--- src/rtl/scan_index_gen_if.sv ---
// scan_index_gen_if: key inputs and scan outputs of scan_index_gen.
// key_mode/key_step raw active-low keys; a,b,c select; mode; tick.
interface scan_index_gen_if;
   logic       key_mode;
   logic       key_step;
   logic       a;
   logic       b;
   logic       c;
   logic [1:0] mode;
   logic       tick;

   modport master (
      output key_mode, key_step,
      input  a, b, c, mode, tick
   );

   modport slave (
      input  key_mode, key_step,
      output a, b, c, mode, tick
   );
endinterface

--- src/rtl/scan_index_gen.sv ---
// scan_index_gen: 3-bit LED-decoder select with debounced mode/step keys.
// Ports: clk, rst_n (async low), bus (slave: keys in; a,b,c,mode,tick out).
module scan_index_gen #(
   parameter int CLK_FREQ_HZ  = 50_000_000,
   parameter int STEP_HZ      = 2,
   parameter int DEBOUNCE_CYC = 1_000_000
) (
   input logic             clk,
   input logic             rst_n,
   scan_index_gen_if.slave bus
);
   localparam int DIV = CLK_FREQ_HZ / STEP_HZ;
   localparam int PW  = (DIV > 1) ? $clog2(DIV) : 1;
   localparam int DW  = (DEBOUNCE_CYC > 1) ? $clog2(DEBOUNCE_CYC) : 1;
   localparam logic [PW-1:0] P_LAST = PW'(DIV - 1);
   localparam logic [DW-1:0] D_LAST = DW'(DEBOUNCE_CYC - 1);
   localparam logic [DW-1:0] D_PRE  = DW'(DEBOUNCE_CYC - 2);

   typedef enum logic [1:0] {
      HOLD = 2'd0,
      UP   = 2'd1,
      DOWN = 2'd2,
      PING = 2'd3
   } mode_e;

   // Bit 0 is the mode key, bit 1 the step key.
   logic [1:0]    raw;
   logic [1:0]    sync1_q;
   logic [1:0]    sync2_q;
   logic [1:0]    prev_q;
   logic [1:0]    lvl_q;
   logic [1:0]    lvl_dly_q;
   logic [DW-1:0] cnt_q [2];
   logic [1:0]    press;

   mode_e         mode_q;
   logic [2:0]    idx_q;
   logic          dir_up_q;
   logic          tick_q;
   logic [PW-1:0] presc_q;
   logic          wrap;
   logic          mode_pr;
   logic          step_pr;

   assign raw     = {bus.key_step, bus.key_mode};
   assign press   = lvl_dly_q & ~lvl_q;
   assign mode_pr = press[0];
   assign step_pr = press[1];
   assign wrap    = (presc_q == P_LAST);

   always_ff @(posedge clk or negedge rst_n) begin
      if (!rst_n) begin
         sync1_q   <= '1;
         sync2_q   <= '1;
         prev_q    <= '1;
         lvl_q     <= '1;
         lvl_dly_q <= '1;
         cnt_q[0]  <= '0;
         cnt_q[1]  <= '0;
      end else begin
         sync1_q   <= raw;
         sync2_q   <= sync1_q;
         prev_q    <= sync2_q;
         lvl_dly_q <= lvl_q;
         for (int k = 0; k < 2; k++) begin
            if (sync2_q[k] != prev_q[k]) begin
               cnt_q[k] <= '0;
            end else if (cnt_q[k] != D_LAST) begin
               cnt_q[k] <= cnt_q[k] + 1'b1;
            end
            // Level is accepted on the cycle the count reaches its last value.
            if (sync2_q[k] == prev_q[k] && cnt_q[k] >= D_PRE) begin
               lvl_q[k] <= sync2_q[k];
            end
         end
      end
   end

   always_ff @(posedge clk or negedge rst_n) begin
      if (!rst_n) begin
         mode_q   <= HOLD;
         idx_q    <= 3'd0;
         dir_up_q <= 1'b1;
         tick_q   <= 1'b0;
         presc_q  <= '0;
      end else begin
         tick_q <= 1'b0;
         if (mode_pr) begin
            // A mode press restarts the step period and swallows any wrap.
            presc_q <= '0;
            unique case (mode_q)
               HOLD: mode_q <= UP;
               UP:   mode_q <= DOWN;
               DOWN: begin
                  mode_q   <= PING;
                  dir_up_q <= 1'b1;
               end
               PING: mode_q <= HOLD;
            endcase
            if (mode_q == HOLD && step_pr) begin
               idx_q <= idx_q + 3'd1;
            end
         end else begin
            presc_q <= wrap ? '0 : presc_q + 1'b1;
            tick_q  <= wrap;
            if (mode_q == HOLD) begin
               if (step_pr) begin
                  idx_q <= idx_q + 3'd1;
               end
            end else if (wrap) begin
               unique case (mode_q)
                  HOLD: ;
                  UP:   idx_q <= idx_q + 3'd1;
                  DOWN: idx_q <= idx_q - 3'd1;
                  PING: begin
                     // Turn around at the ends so endpoints never repeat.
                     if (dir_up_q) begin
                        if (idx_q == 3'd7) begin
                           dir_up_q <= 1'b0;
                           idx_q    <= 3'd6;
                        end else begin
                           idx_q <= idx_q + 3'd1;
                        end
                     end else begin
                        if (idx_q == 3'd0) begin
                           dir_up_q <= 1'b1;
                           idx_q    <= 3'd1;
                        end else begin
                           idx_q <= idx_q - 3'd1;
                        end
                     end
                  end
               endcase
            end
         end
      end
   end

   assign bus.a    = idx_q[2];
   assign bus.b    = idx_q[1];
   assign bus.c    = idx_q[0];
   assign bus.mode = mode_q;
   assign bus.tick = tick_q;
endmodule

--- src/flat_wrapper.sv ---
// flat-port wrapper written by rule: the top's interface ports become plain ports
module scan_index_gen_flat 
#(
   parameter int CLK_FREQ_HZ  = 50_000_000,
   parameter int STEP_HZ      = 2,
   parameter int DEBOUNCE_CYC = 1_000_000
)
  (clk, rst_n, bus_key_mode, bus_key_step, bus_a, bus_b, bus_c, bus_mode, bus_tick);
  scan_index_gen_if bus_i ();
  input logic clk;
  input logic rst_n;
  input wire logic [$bits(bus_i.key_mode)-1:0] bus_key_mode;
  input wire logic [$bits(bus_i.key_step)-1:0] bus_key_step;
  output wire logic [$bits(bus_i.a)-1:0] bus_a;
  output wire logic [$bits(bus_i.b)-1:0] bus_b;
  output wire logic [$bits(bus_i.c)-1:0] bus_c;
  output wire logic [$bits(bus_i.mode)-1:0] bus_mode;
  output wire logic [$bits(bus_i.tick)-1:0] bus_tick;
  assign bus_i.key_mode = bus_key_mode;
  assign bus_i.key_step = bus_key_step;
  assign bus_a = bus_i.a;
  assign bus_b = bus_i.b;
  assign bus_c = bus_i.c;
  assign bus_mode = bus_i.mode;
  assign bus_tick = bus_i.tick;
  scan_index_gen #(.CLK_FREQ_HZ(CLK_FREQ_HZ), .STEP_HZ(STEP_HZ), .DEBOUNCE_CYC(DEBOUNCE_CYC)) u_core (.clk(clk), .rst_n(rst_n), .bus(bus_i));
endmodule
--- config.mk ---
export PLATFORM = sky130hd
export DESIGN_NAME = scan_index_gen_flat
export DESIGN_NICKNAME = d
export VERILOG_FILES = /design/src/rtl/scan_index_gen_if.sv /design/src/rtl/scan_index_gen.sv /design/src/flat_wrapper.sv
export SDC_FILE = /design/constraint.sdc
export NUM_CORES = 1
export LEC_CHECK = 0
export ABC_AREA = 1
export CAP_MARGIN = 30
export CORE_AREA = 2 2 108 110
export CTS_CLUSTER_DIAMETER = 120
export CTS_CLUSTER_SIZE = 40
export DETAILED_ROUTE_END_ITERATION = 6
export DIE_AREA = 0 0 110 112
export SYNTH_ARGS = -nofsm -noshare
export SYNTH_HDL_FRONTEND = slang
export SYNTH_SLANG_ARGS = --single-unit
--- constraint.sdc ---
create_clock -name clk -period 1.7 [get_ports clk]
set_clock_uncertainty 0.05 [all_clocks]
set_input_delay 0.34 -clock clk [delete_from_list [all_inputs] [get_ports clk]]
set_output_delay 0.34 -clock clk [all_outputs]
set_load 0.005 [all_outputs]
==> impl_results.md <==
* Outcome: completed
* GPL Wtd Cong at 0.883
* Design area at 5740 µm²
* Post-synth net total at 676
* Ranking of synthesized cells by area: dfrtp_1, nand2_1, nor2_1
* Via-to-Cell Ratio at 4.99
* Area delta synth->final at 17.3%
* Remaining antenna violation count after routing at 0
* PortBufs at 9
* Layout Nets at 714
* Synth warn at 0
* Synth Register Bits at 82
* Largest net degree at the start of global routing at 35
* I/O pin count at 10
* Post-synth EDFFs at 0
* Worst-path cell chain: clkdlybuf4s50_1
* Reg-to-reg critical path startpoint: u_core.presc_q[0]$_DFF_PN0_
* CP required at 1310 ps
* Post-DP HPWL at 8070 µm
* WL/cell at 12.7 µm
* Vias at 4212
* Global-route wire length before repair at 18700 µm
* PD cells at 820 nW/µm²
* GR Layer Usage met2 at 31.4%
* DP Area at 5270 µm²
* Register-to-Register Path Depth at 6
* Max-Cap Viols at 0
* Rows at 39
* DR iter-0 viols at 239
* Register area at 2070 µm²
* CP Capture Type: primary output
* Post-synth top area cell: dfrtp_1
* DR DRC count at 0
* Top cell type's share of synthesized area at 36.3%
* Die ar. at 12300 µm²
* Critical path depth in cells at 1
* Hold Vio Cnt, Final at 0
* Clock Latency Late Sink at 350 ps
* Fraction of layout cells with a size suffix above 1 at 13.0%
* GR Util met1 at 25.2%
* Mapped Cells at 658
* Mapped Area at 4890 µm²
* Yosys cell types at 41
* Initial core utilization at 43.8%
* Grt total ovfl at 0
* Final Slew Violations at 0
* Die height at 112 µm
* CTS sink count at 82
* Critical Path Source Type: flop
* Leakage power at 2.54 nW
* Worst slew margin at 70.5%
* Synth Flop Type: dfrtp_1
* Vias in the first global route at 4143
* Post-synthesis sequential area ratio at 42.2%
* RSZ-0062 raised after global routing: yes
* Reg2Reg Setup Slack at 90 ps
* CP arrival at 1270 ps
* Crit-path max FO at 5
* Largest delay contributor family on the critical path: buffers and inverters
* Antenna cell count at 0
* Final Setup Violations at 0
* Critical path class: reg2out
* Root buf cell: clkbuf_16
* GRT Max-Usage Layer: met2
* Gr usage total at 19.4%
* Max Fclk at 604 MHz
* CP max-delay cell: clkdlybuf4s50_1
* Clk slew on worst S/H paths at 60 ps
* Hold WC Path Type: reg2reg
* Worst slew pin tran at 440 ps
* CTS Buf Count at 9
* Core area at 11200 µm²
* Multi-input logic area at 2500 µm²
* Worst path bufs/invs at 1
* CP endpoint: bus_b
* Final WL at 10700 µm
* Met3 usage at 2.63%
* Antenna violations before repair at 0
* VDD IR max at 665 µV
* Crit path from: u_core.idx_q[1]$_DFFE_PN0P_
* Syn Area/Cell at 7.43 µm²
* Placed insts at 820
* Max stage delay on crit path at 520 ps
* Clk buf depth at 2
* CTS tree: yes
* Reg-to-Reg End: u_core.presc_q[18]$_DFF_PN0_
* Fill count at 1066
* H-tree depth at 3
* Fin crit share at 97.4%
* Die Wd at 110 µm
* Async S/R FF share, synth at 100%
* DRT Pass-1 Iters at 6
* Non-Filler Instances at 844
* Post-layout minimum cycle time at 1660 ps
[per-stage QoR]
stage          power (mW)  setup slack (ps)  TNS (ps)  hold WS (ps)  utilization, %
2_1_floorplan        2.15               176         0         -5.59               -
3_3_place_gp         2.27              38.6         0           203            47.1
3_5_place_dp         2.28              35.2         0           202            47.1
4_1_cts              4.75              9.06         0           307            50.7
5_1_grt              4.88             -38.3      -167           314            51.4
6_report             4.71              43.6         0           307            51.4
[Yosys cell counts, types with 2 or more instances]
cell type	number
nand2_2	4
o21bai_1	2
nor3b_2	2
nor2_2	7
o21ai_0	32
a31oi_1	4
nor4_1	3
dfrtp_1	71
nor2_4	2
inv_2	5
ha_1	14
nand3_1	52
nand3_4	2
nand4_1	20
nor2_1	109
or2_2	2
xnor2_1	4
nand2_1	149
inv_1	83
nand2_4	2
nand3b_1	4
nor3_2	4
clkbuf_1	2
o21ai_1	2
xor2_1	9
nor3b_1	3
a21oi_1	20
dfstp_2	11
nor3_1	22
[where the power goes]
part	leakage [nW]	internal, mW	switching [mW]
Combinational	1.27	0.0927	0.148
Sequential	1.09	1.99	0.0268
Clock	0.183	1.63	0.821
Total	2.54	3.71	0.995
[sequential cells by signal (all words and copies together), names as in the netlist, 2 cells and up]
signal            flops
u_core.sync2_q        2
u_core.cnt_q         40
u_core.lvl_q          2
u_core.idx_q          3
u_core.bus.mode       2
u_core.prev_q         2
u_core.lvl_dly_q      2
u_core.sync1_q        2
u_core.presc_q       25
[per-layer routing]
| layer | vias up | wire (µm) |
|---|---|---|
| met4 | 0 | 315 |
| met2 | 63 | 4940 |
| li1 | 2199 | - |
| met1 | 1930 | 5120 |
| met3 | 20 | 298 |
| met5 | - | 0 |
[repair_timing]
action | CTS | global route
pin swaps | 0 | 4
hold buffers | 1 | 0
hold endpoints to repair | 17 | 0
resized for setup | 2 | 12
setup buffers | 1 | 6
endpoints found under the setup margin | 2 | 28
[kinds of logic after synthesis]
logic type / share of synthesized area, %
compound gates: 6.96
xor+xnor: 2.66
fa+ha+maj: 3.58
buf+inv: 7.24
flops: 42.2
simple gates: 37.3
[layout make-up]
type                    count  area share, %
repair buffers             31           4.93
inverters                  88           5.76
flip-flops and latches     82           36.0
multi-input cells         484           43.6
well taps                 143           3.12
clock inverters             6           2.40
clock buffers              10           4.16
[placed cells by master (no fill, tap or decap), drive strengths merged]
master / instances
nand2: 155
a21o: 1
dlygate4sd3: 1
and3: 1
dfrtp: 71
dfstp: 11
buf: 22
nor3: 27
nand4: 21
a31oi: 4
clkinv: 2
clkdlybuf4s50: 7
o22ai: 1
o211ai: 1
nor4: 3
or2: 2
xor2: 10
nor3b: 5
nand3: 55
xnor2: 4
clkbuf: 10
ha: 14
o21bai: 2
nand3b: 4
o21ai: 34
dlygate4sd2: 1
bufinv: 4
nor2: 119
a21oi: 20
inv: 88
a41oi: 1
[worst min-delay path by stage]
| stage | from | endpoint | slack, ps | cells after the start |
|---|---|---|---|---|
| global route | u_core.sync1_q[0]$_DFF_PN1_ | u_core.sync2_q[0]$_DFF_PN1_ | 310 | 0 |
| global placement | rst_n | u_core.presc_q[9]$_DFF_PN0_ | 200 | 1 |
| detailed placement | rst_n | u_core.presc_q[9]$_DFF_PN0_ | 200 | 1 |
| finish | u_core.sync1_q[1]$_DFF_PN1_ | u_core.sync2_q[1]$_DFF_PN1_ | 310 | 0 |
| floorplan | rst_n | u_core.bus.mode[0]$_DFFE_PN0P_ | -6 | 0 |
| CTS | u_core.sync1_q[0]$_DFF_PN1_ | u_core.sync2_q[0]$_DFF_PN1_ | 310 | 0 |
Note: power is estimated with default switching activity, not from simulation.
